<file path="src/rtl/measure_result_fifo.sv">
// Result FIFO between the measurement core and the register read path: 64-bit entries served as 32-bit words.
// Optional level interrupt compiled in with `define MEASURE_RESULT_FIFO_IRQ_EN; irq_o is tied low otherwise.
module measure_result_fifo #(
    parameter int unsigned DEPTH_LOG2 = 3,
    parameter int unsigned IRQ_LEVEL  = 1
) (
    input  logic        clk_i,
    input  logic        rst_i,
    input  logic        reg_wr_en_i,
    input  logic [63:0] reg_wr_data_i,
    input  logic        rd_en_i,
    input  logic [1:0]  rd_addr_i,
    output logic        rd_valid_o,
    output logic [31:0] rd_data_o,
    output logic        irq_o
);

    localparam int unsigned DEPTH = 1 << DEPTH_LOG2;
    localparam int unsigned PTR_W = DEPTH_LOG2;
    localparam int unsigned LVL_W = DEPTH_LOG2 + 1;

    localparam logic [1:0] ADDR_STATUS  = 2'd0;
    localparam logic [1:0] ADDR_DATA_LO = 2'd1;
    localparam logic [1:0] ADDR_DATA_HI = 2'd2;

    // Parameter legality is checked at elaboration.
    generate
        if (DEPTH_LOG2 < 1 || DEPTH_LOG2 > 8) begin : g_bad_depth
            $error("measure_result_fifo: DEPTH_LOG2 must be 1..8");
        end
        if (IRQ_LEVEL < 1 || IRQ_LEVEL > DEPTH) begin : g_bad_irq_level
            $error("measure_result_fifo: IRQ_LEVEL must be 1..2^DEPTH_LOG2");
        end
    endgenerate

    logic [63:0]      mem_q [DEPTH];
    logic [PTR_W-1:0] wr_ptr_q, wr_ptr_d;
    logic [PTR_W-1:0] rd_ptr_q, rd_ptr_d;
    logic [LVL_W-1:0] level_q, level_d;
    logic             ovf_q, ovf_d;
    logic             rd_valid_q, rd_valid_d;
    logic [31:0]      rd_data_q, rd_data_d;

    logic        empty, full, pop, push, ovf_set, status_rd;
    logic [63:0] head;

    assign empty     = (level_q == '0);
    assign full      = (level_q == LVL_W'(DEPTH));
    assign head      = mem_q[rd_ptr_q];
    assign status_rd = rd_en_i && (rd_addr_i == ADDR_STATUS);
    assign pop       = rd_en_i && (rd_addr_i == ADDR_DATA_HI) && !empty;
    // A pop in the same cycle frees the slot, so a write into a full FIFO is still accepted.
    assign push      = reg_wr_en_i && (!full || pop);
    assign ovf_set   = reg_wr_en_i && !push;

    // Next-state for pointers, level, overflow flag and the registered read response.
    always_comb begin
        wr_ptr_d   = wr_ptr_q;
        rd_ptr_d   = rd_ptr_q;
        level_d    = level_q;
        ovf_d      = ovf_q;
        rd_valid_d = rd_en_i;
        rd_data_d  = rd_data_q;

        if (push) wr_ptr_d = wr_ptr_q + PTR_W'(1);
        if (pop)  rd_ptr_d = rd_ptr_q + PTR_W'(1);

        if (push && !pop)      level_d = level_q + LVL_W'(1);
        else if (pop && !push) level_d = level_q - LVL_W'(1);

        if (ovf_set)        ovf_d = 1'b1;
        else if (status_rd) ovf_d = 1'b0;

        if (rd_en_i) begin
            case (rd_addr_i)
                ADDR_STATUS:  rd_data_d = {ovf_q, full, empty, 13'd0, 16'(level_q)};
                ADDR_DATA_LO: rd_data_d = empty ? 32'h0 : head[31:0];
                ADDR_DATA_HI: rd_data_d = empty ? 32'h0 : head[63:32];
                default:      rd_data_d = 32'h0;
            endcase
        end
    end

    always_ff @(posedge clk_i or posedge rst_i) begin
        if (rst_i) begin
            wr_ptr_q   <= '0;
            rd_ptr_q   <= '0;
            level_q    <= '0;
            ovf_q      <= 1'b0;
            rd_valid_q <= 1'b0;
            rd_data_q  <= 32'h0;
        end else begin
            wr_ptr_q   <= wr_ptr_d;
            rd_ptr_q   <= rd_ptr_d;
            level_q    <= level_d;
            ovf_q      <= ovf_d;
            rd_valid_q <= rd_valid_d;
            rd_data_q  <= rd_data_d;
        end
    end

    // Storage is intentionally not reset.
    always_ff @(posedge clk_i) begin
        if (push) mem_q[wr_ptr_q] <= reg_wr_data_i;
    end

    assign rd_valid_o = rd_valid_q;
    assign rd_data_o  = rd_data_q;

`ifdef MEASURE_RESULT_FIFO_IRQ_EN
    logic irq_q;

    always_ff @(posedge clk_i or posedge rst_i) begin
        if (rst_i) irq_q <= 1'b0;
        else       irq_q <= (level_d >= LVL_W'(IRQ_LEVEL)) || ovf_d;
    end

    assign irq_o = irq_q;
`else
    assign irq_o = 1'b0;
`endif

endmodule
</file>
<file path="config.mk">
export PLATFORM = sky130hd
export DESIGN_NAME = measure_result_fifo
export DESIGN_NICKNAME = d
export VERILOG_FILES = /design/src/rtl/measure_result_fifo.sv
export SDC_FILE = /design/constraint.sdc
export NUM_CORES = 1
export LEC_CHECK = 0
export ABC_CLOCK_PERIOD_IN_PS = 12000
export CAP_MARGIN = 20
export CORE_MARGIN = 8
export CORE_UTILIZATION = 64
export DETAILED_ROUTE_END_ITERATION = 12
export PLACE_DENSITY = 0.84
export SLEW_MARGIN = 20
export SYNTH_ARGS = -nofsm -noshare
export SYNTH_HDL_FRONTEND = slang
export SYNTH_SLANG_ARGS = --single-unit
</file>
<file path="constraint.sdc">
create_clock -name clk_i -period 12 [get_ports clk_i]
set_input_delay 2.4 -clock clk_i [delete_from_list [all_inputs] [get_ports clk_i]]
set_output_delay 2.4 -clock clk_i [all_outputs]
set_load 0.01 [all_outputs]
</file>
---- After elaboration in Yosys (flattened, before gate mapping) ----
Memory sizes are Yosys's and may differ from the RTL's.
Cells that the tools add are included.
word-level totals
  input bits .............................. 70
  register bits ........................... 44
  RAM bits ................................ 512
  logic and storage cells ................. 39
  memory bits (read-only) ................. 0
  latch bits .............................. 0
  memories kept ........................... 1
  output and inout port bits .............. 34
memory list
  name   words  width  rd ports  clocked after memory_dff  write ports  RTL line  source
  mem_q  8      64     1         0                         1            36        logic [63:0] mem_q [DEPTH];
cells by class
  shifts and indexed selects .............. 0
  reductions and logical operators ........ 16
  multipliers ............................. 0
  eq/ne operators ......................... 3
  div/mod/pow operators ................... 0
  add/subtract/negate cells ............... 4
  bitwise operators ....................... 0
  multiplexer cells ....................... 9
  order comparisons ....................... 0
operators by type and width
  cell                                               count
  one-hot mux 32 bit (3 select lines)                1
  2-to-1 mux 32 bit                                  2
  2-to-1 mux 4 bit                                   2
  logical AND 1 bit                                  7
  adder 3 x 1 -> 3 bit (second input constant)       2
  adder 4 x 1 -> 4 bit (second input constant)       1
  == test 4 bit (second input constant)              1
  zero test 1 bit                                    4
  zero test 4 bit                                    1
  2-to-1 mux 1 bit                                   4
  nonzero test 2 bit                                 2
  subtractor 4 x 1 -> 4 bit (second input constant)  1
  == test 2 x 1 -> 1 bit (second input constant)     1
  == test 2 bit (second input constant)              1
  zero test 2 bit                                    1
  logical OR 1 bit                                   1

---- Depth between registers and ports, before layout ----
  depth after elaboration ................. 9
  mapped depth ............................ 12

---- Worst setup path before layout ----
OpenSTA, ideal clock, no wires.
  kind .................................... input to register
  start point ............................. in rd_addr_i[1]
  end point ............................... mem mem_q[2][0], enable pin
  path buffers ............................ 1
  arrival time ............................ 9.712 ns
  stages on the path ...................... 5
  slack ................................... 1.622 ns
  setup time .............................. 0.666 ns
  cell sequence ........................... clkbuf_1 -> nand2b_1 -> nor2_2 -> o21ai_2 -> nor4b_1
on the way
  longest elaborated chain between the ends .. 7
ends and longest elaborated chain
  element                                 RTL line  source
  from (decl)                             12        input logic [1:0] rd_addr_i,
  == test 2 bit                           51        assign pop = rd_en_i && (rd_addr_i == ADDR_DATA_HI) && !empty;
  logical AND 1 bit (2 in a row)          51
  logical OR 1 bit                        53        assign push = reg_wr_en_i && (!full || pop);
  logical AND 1 bit                       53
  2-to-1 mux 1 bit                        104       if (push) mem_q[wr_ptr_q] <= reg_wr_data_i;
  2-to-1 mux 1 bit (implied by the code)  104
  to (decl)                               36
Every way passes these cells.

---- Worst setup path in the final report ----
  start point ............................. in rd_en_i
  end point ............................... reg level_q[3]
on the way
  longest elaborated chain between the ends .. 7
  elaborated cells on any way between the ends .. 10
  those cells by class .................... mux: 1; reduce/logical: 9
ends and longest elaborated chain
  element                              RTL line  source
  from (decl)                          11        input logic rd_en_i,
  logical AND 1 bit (*) (2 in a row)   51
  logical OR 1 bit                     53
  logical AND 1 bit                    53
  zero test 1 bit                      69        else if (pop && !push) level_d = level_q - LVL_W'(1);
  logical AND 1 bit                    69
  nonzero test 2 bit (no source line)  n/a
  to (signal assigned)                 95        level_q <= level_d;
  to (decl)                            39        logic [LVL_W-1:0] level_q, level_d;
Mark *: on every way between the ends. The rest lies on a longest branch, timed or not.
A chain may end at the register's enable or synchronous reset.

==> flow_summary.toml <==
[global_routing]
wire_length_of_the_first_global_routing_pass_um = 69440
grt_max_degree = 61
track_usage = 0.2404
grt_overflow = 0
first_global_vias = 10963
grt_antenna_before_repair = 4

[sta]
report.final.setup_viol = 0
fin_crit_sh = 0.5252
achievable-frequency_mhz = 158.7
whs_ns = 0.4660
final.setup.tns_ns = 0
worst_slew_margin_rel = 0.3549
rsz0062_at_grt = "false"
worst_slack_ns = 5.697
final_period_minus_worst_setup_slack_ns = 6.303
skew_ns = 0.01172
final_hold_viol_count = 0
timing_max_transition_violations_final = 0
worst_pin_slew_ns = 0.9665

[logic_synthesis]
muxShareOfSynthArea = 0.1557
synth_compound_gate_area_share = 0.02142
synthDominantAreaCellType = "sky130_fd_sc_hd__edfxtp_1"
synth_top_flop_cell = "sky130_fd_sc_hd__edfxtp_1"
post_synth_inst_count = 977
asyncSetResetFlopFracSynth = 0.07914
synth_top_family_by_area = "multiplexers"
post_synth_and_or_nand_nor_area_fraction = 0.02449
post_synth_xor_area_fraction = 0.002891
mean_cell_area_of_the_mapped_netlist_sq_um = 21.70
yosys.area_share.adder = 0.003894
synth.area.top_cells = "sky130_fd_sc_hd__edfxtp_1 (73%), sky130_fd_sc_hd__mux4_2 (13%), sky130_fd_sc_hd__dfrtp_1 (5.2%)"
synthesis.nets = 1053
ys_ff_latch = 556
netlist-cell-type-count = 46
synth.yosys.seq_area_share = 0.7770
synth_largest_type_area_fraction = 0.7251
number_of_warnings_printed_during_yosys_synthesis = 0
synth_enable_flop_cells = 512
syn_area_sq_mm = 0.02120

[layout]
postLayoutCoreUtil = 0.7501
drive_above_1_share = 0.2248
layout_commonest_cell = "sky130_fd_sc_hd__edfxtp_1"
final_area_sq_mm = 0.02447
syn2layout_area_growth_pct = 15.39
layout_common_cells = "sky130_fd_sc_hd__edfxtp_1 (512), sky130_fd_sc_hd__mux4_2 (124), sky130_fd_sc_hd__clkdlybuf4s50_1 (102)"
final_cell_count_no_fill = 1595
final_net_count = 1186

[critical_path]
worst-setup-path-type = "in2reg"
critical_path.max_fanout = 38
r2r-start = "level_q[1]"
worst_r2r_dst = "level_q[3]"
data_arrival_time_of_the_critical_path_ns = 6.77
ff2ff_setup_slack_ns = 7.90
worstPathRequired_ns = 12.47
reg2regPathDepth = 10
critPathLaunchType = "primary input"
worst_setup_path_end_kind = "flip-flop"

[die]
design.core.area_sq_mm = 0.03262
initial_utilization = 0.6501
placementRows = 66
dieArea_sq_mm = 0.03921
pin_count = 104
floorplan.die.width_um = 198.0
die_h_um = 198.0

[clocking]
cts_clk_pin_slew_worst_paths_ns = 0.06
cts.sinks = 556
cts.root.buffer_cell = "sky130_fd_sc_hd__clkbuf_16"
postCtsResizedCells = 0
holdBufCountCts = 0
htree_levels = 2
cts_max_path_buffers = 3
post-cts-setup-buffers = 0
cts_tree = "built"
clock_latency_ns = 0.56
tritoncts.num_buffers = 51

[min_path]
min-delay-path-class = "reg2reg"
hold_path_depth = 1
min_delay_worst_endpoint = "rd_ptr_q[2]"
hold_path_startpoint = "rd_ptr_q[2]"

[routing]
detail_route.first_pass.iterations = 6
detail_route.iter0.violations = 1059
final_antenna_net_count = 0
remaining_drc_errors = 0
dr_wl_cell_um = 28.93
drt-total-wl_um = 46150
vias = 10473
avgViaCountPerCell = 6.566

[pwr]
p_per_area_mw_per_mm2 = 233.3
p_leak_nw = 7.949
p_total_mw = 5.707
irDropWorstVdd_mv = 0.1635

[placement]
detailedPlace.worstSlack_ns = 5.242
placedInstanceArea_sq_mm = 0.02280
instance_count_after_placement_with_tap_cells_included = 1499
global_placer_s_final_weighted_congestion = 0.8496
port_buffers = 102
hpwlAfterDp_um = 25540

[run]
drv_cap = 0

[status]
outcome = "complete, no violations"
power by group:
part | switching [mW] | internal (mW)
logic | 0.772 | 0.701
clock network | 0.665 | 0.933
registers | 0.180 | 2.46
Yosys cell counts (all sizes together) (2+ instances only):
library cell and instances:
clkbuf 20, nand2 42, a31oi 3, nor2 9, dfrtp 44, nor3 10
o211ai 4, mux2 20, nor3b 2, edfxtp 512, nor4 3, nor2b 16
xnor2 6, nand2b 3, nand3 14, o22ai 2, nand3b 2, inv 20
a21oi 3, mux4 124, o2111ai 13, ha 5, o21ai 17, mux2i 28
a221oi 13, buf 29
state kept, by name (all words and copies together), names as in the netlist:
register and cells:
wr_ptr_q 3, level_q 4, rd_ptr_q 3, rd_data_o 32, rd_valid_o 1, mem_q 512
ovf_q 1
kinds of logic after synthesis:
kind of cell	Yosys count
AOI/OAI and AO/OA	60
and+or+nand+nor	106
buffers and inverters	69
muxes	172
other	1
adders and majority gates	6
xor gates and xnor gates	7
DFF	556
metal layers:
metal,wire length (um),GRT usage,vias to the layer above
met5,41,0,-
met4,1543,0.08850,6
met3,4383,0.05331,112
met2,23050,0.3885,616
met1,17120,0.3226,5421
li1,-,-,4318
worst max-delay path, cell delays in order:
cell and delay [ns]:
sky130_fd_sc_hd__clkdlybuf4s50_1 0.46, sky130_fd_sc_hd__buf_4 0.45, sky130_fd_sc_hd__o41ai_4 0.25, sky130_fd_sc_hd__nor2_2 0.79, sky130_fd_sc_hd__inv_1 0.66, sky130_fd_sc_hd__ha_1 0.45
sky130_fd_sc_hd__inv_1 0.17, sky130_fd_sc_hd__ha_1 0.27, sky130_fd_sc_hd__a21o_1 0.19, sky130_fd_sc_hd__a21oi_1 0.19, sky130_fd_sc_hd__mux2i_1 0.29, sky130_fd_sc_hd__xnor2_1 0.17
cell type report:
cell class | count | area (sq um)
antenna | 1 | 2.502
clock buffer | 77 | 1476
clock inverter | 18 | 183.9
fill | 1662 | 8152
inverter | 20 | 75.07
multi-input combinational | 352 | 4468
sequential | 556 | 16480
tap | 442 | 553.0
timing repair buffer | 129 | 1224
worst max path at each step:
stage                 start            to  cells past startpoint
2_1_floorplan  rd_addr_i[1]   mem_q[2][0]                      5
3_3_place_gp        rd_en_i  mem_q[7][53]                      9
3_5_place_dp        rd_en_i  mem_q[7][49]                      9
4_1_cts             rd_en_i    level_q[3]                     12
5_1_grt             rd_en_i    level_q[3]                     12
6_report            rd_en_i    level_q[3]                     12
Note: power is estimated with default switching activity, not from simulation.
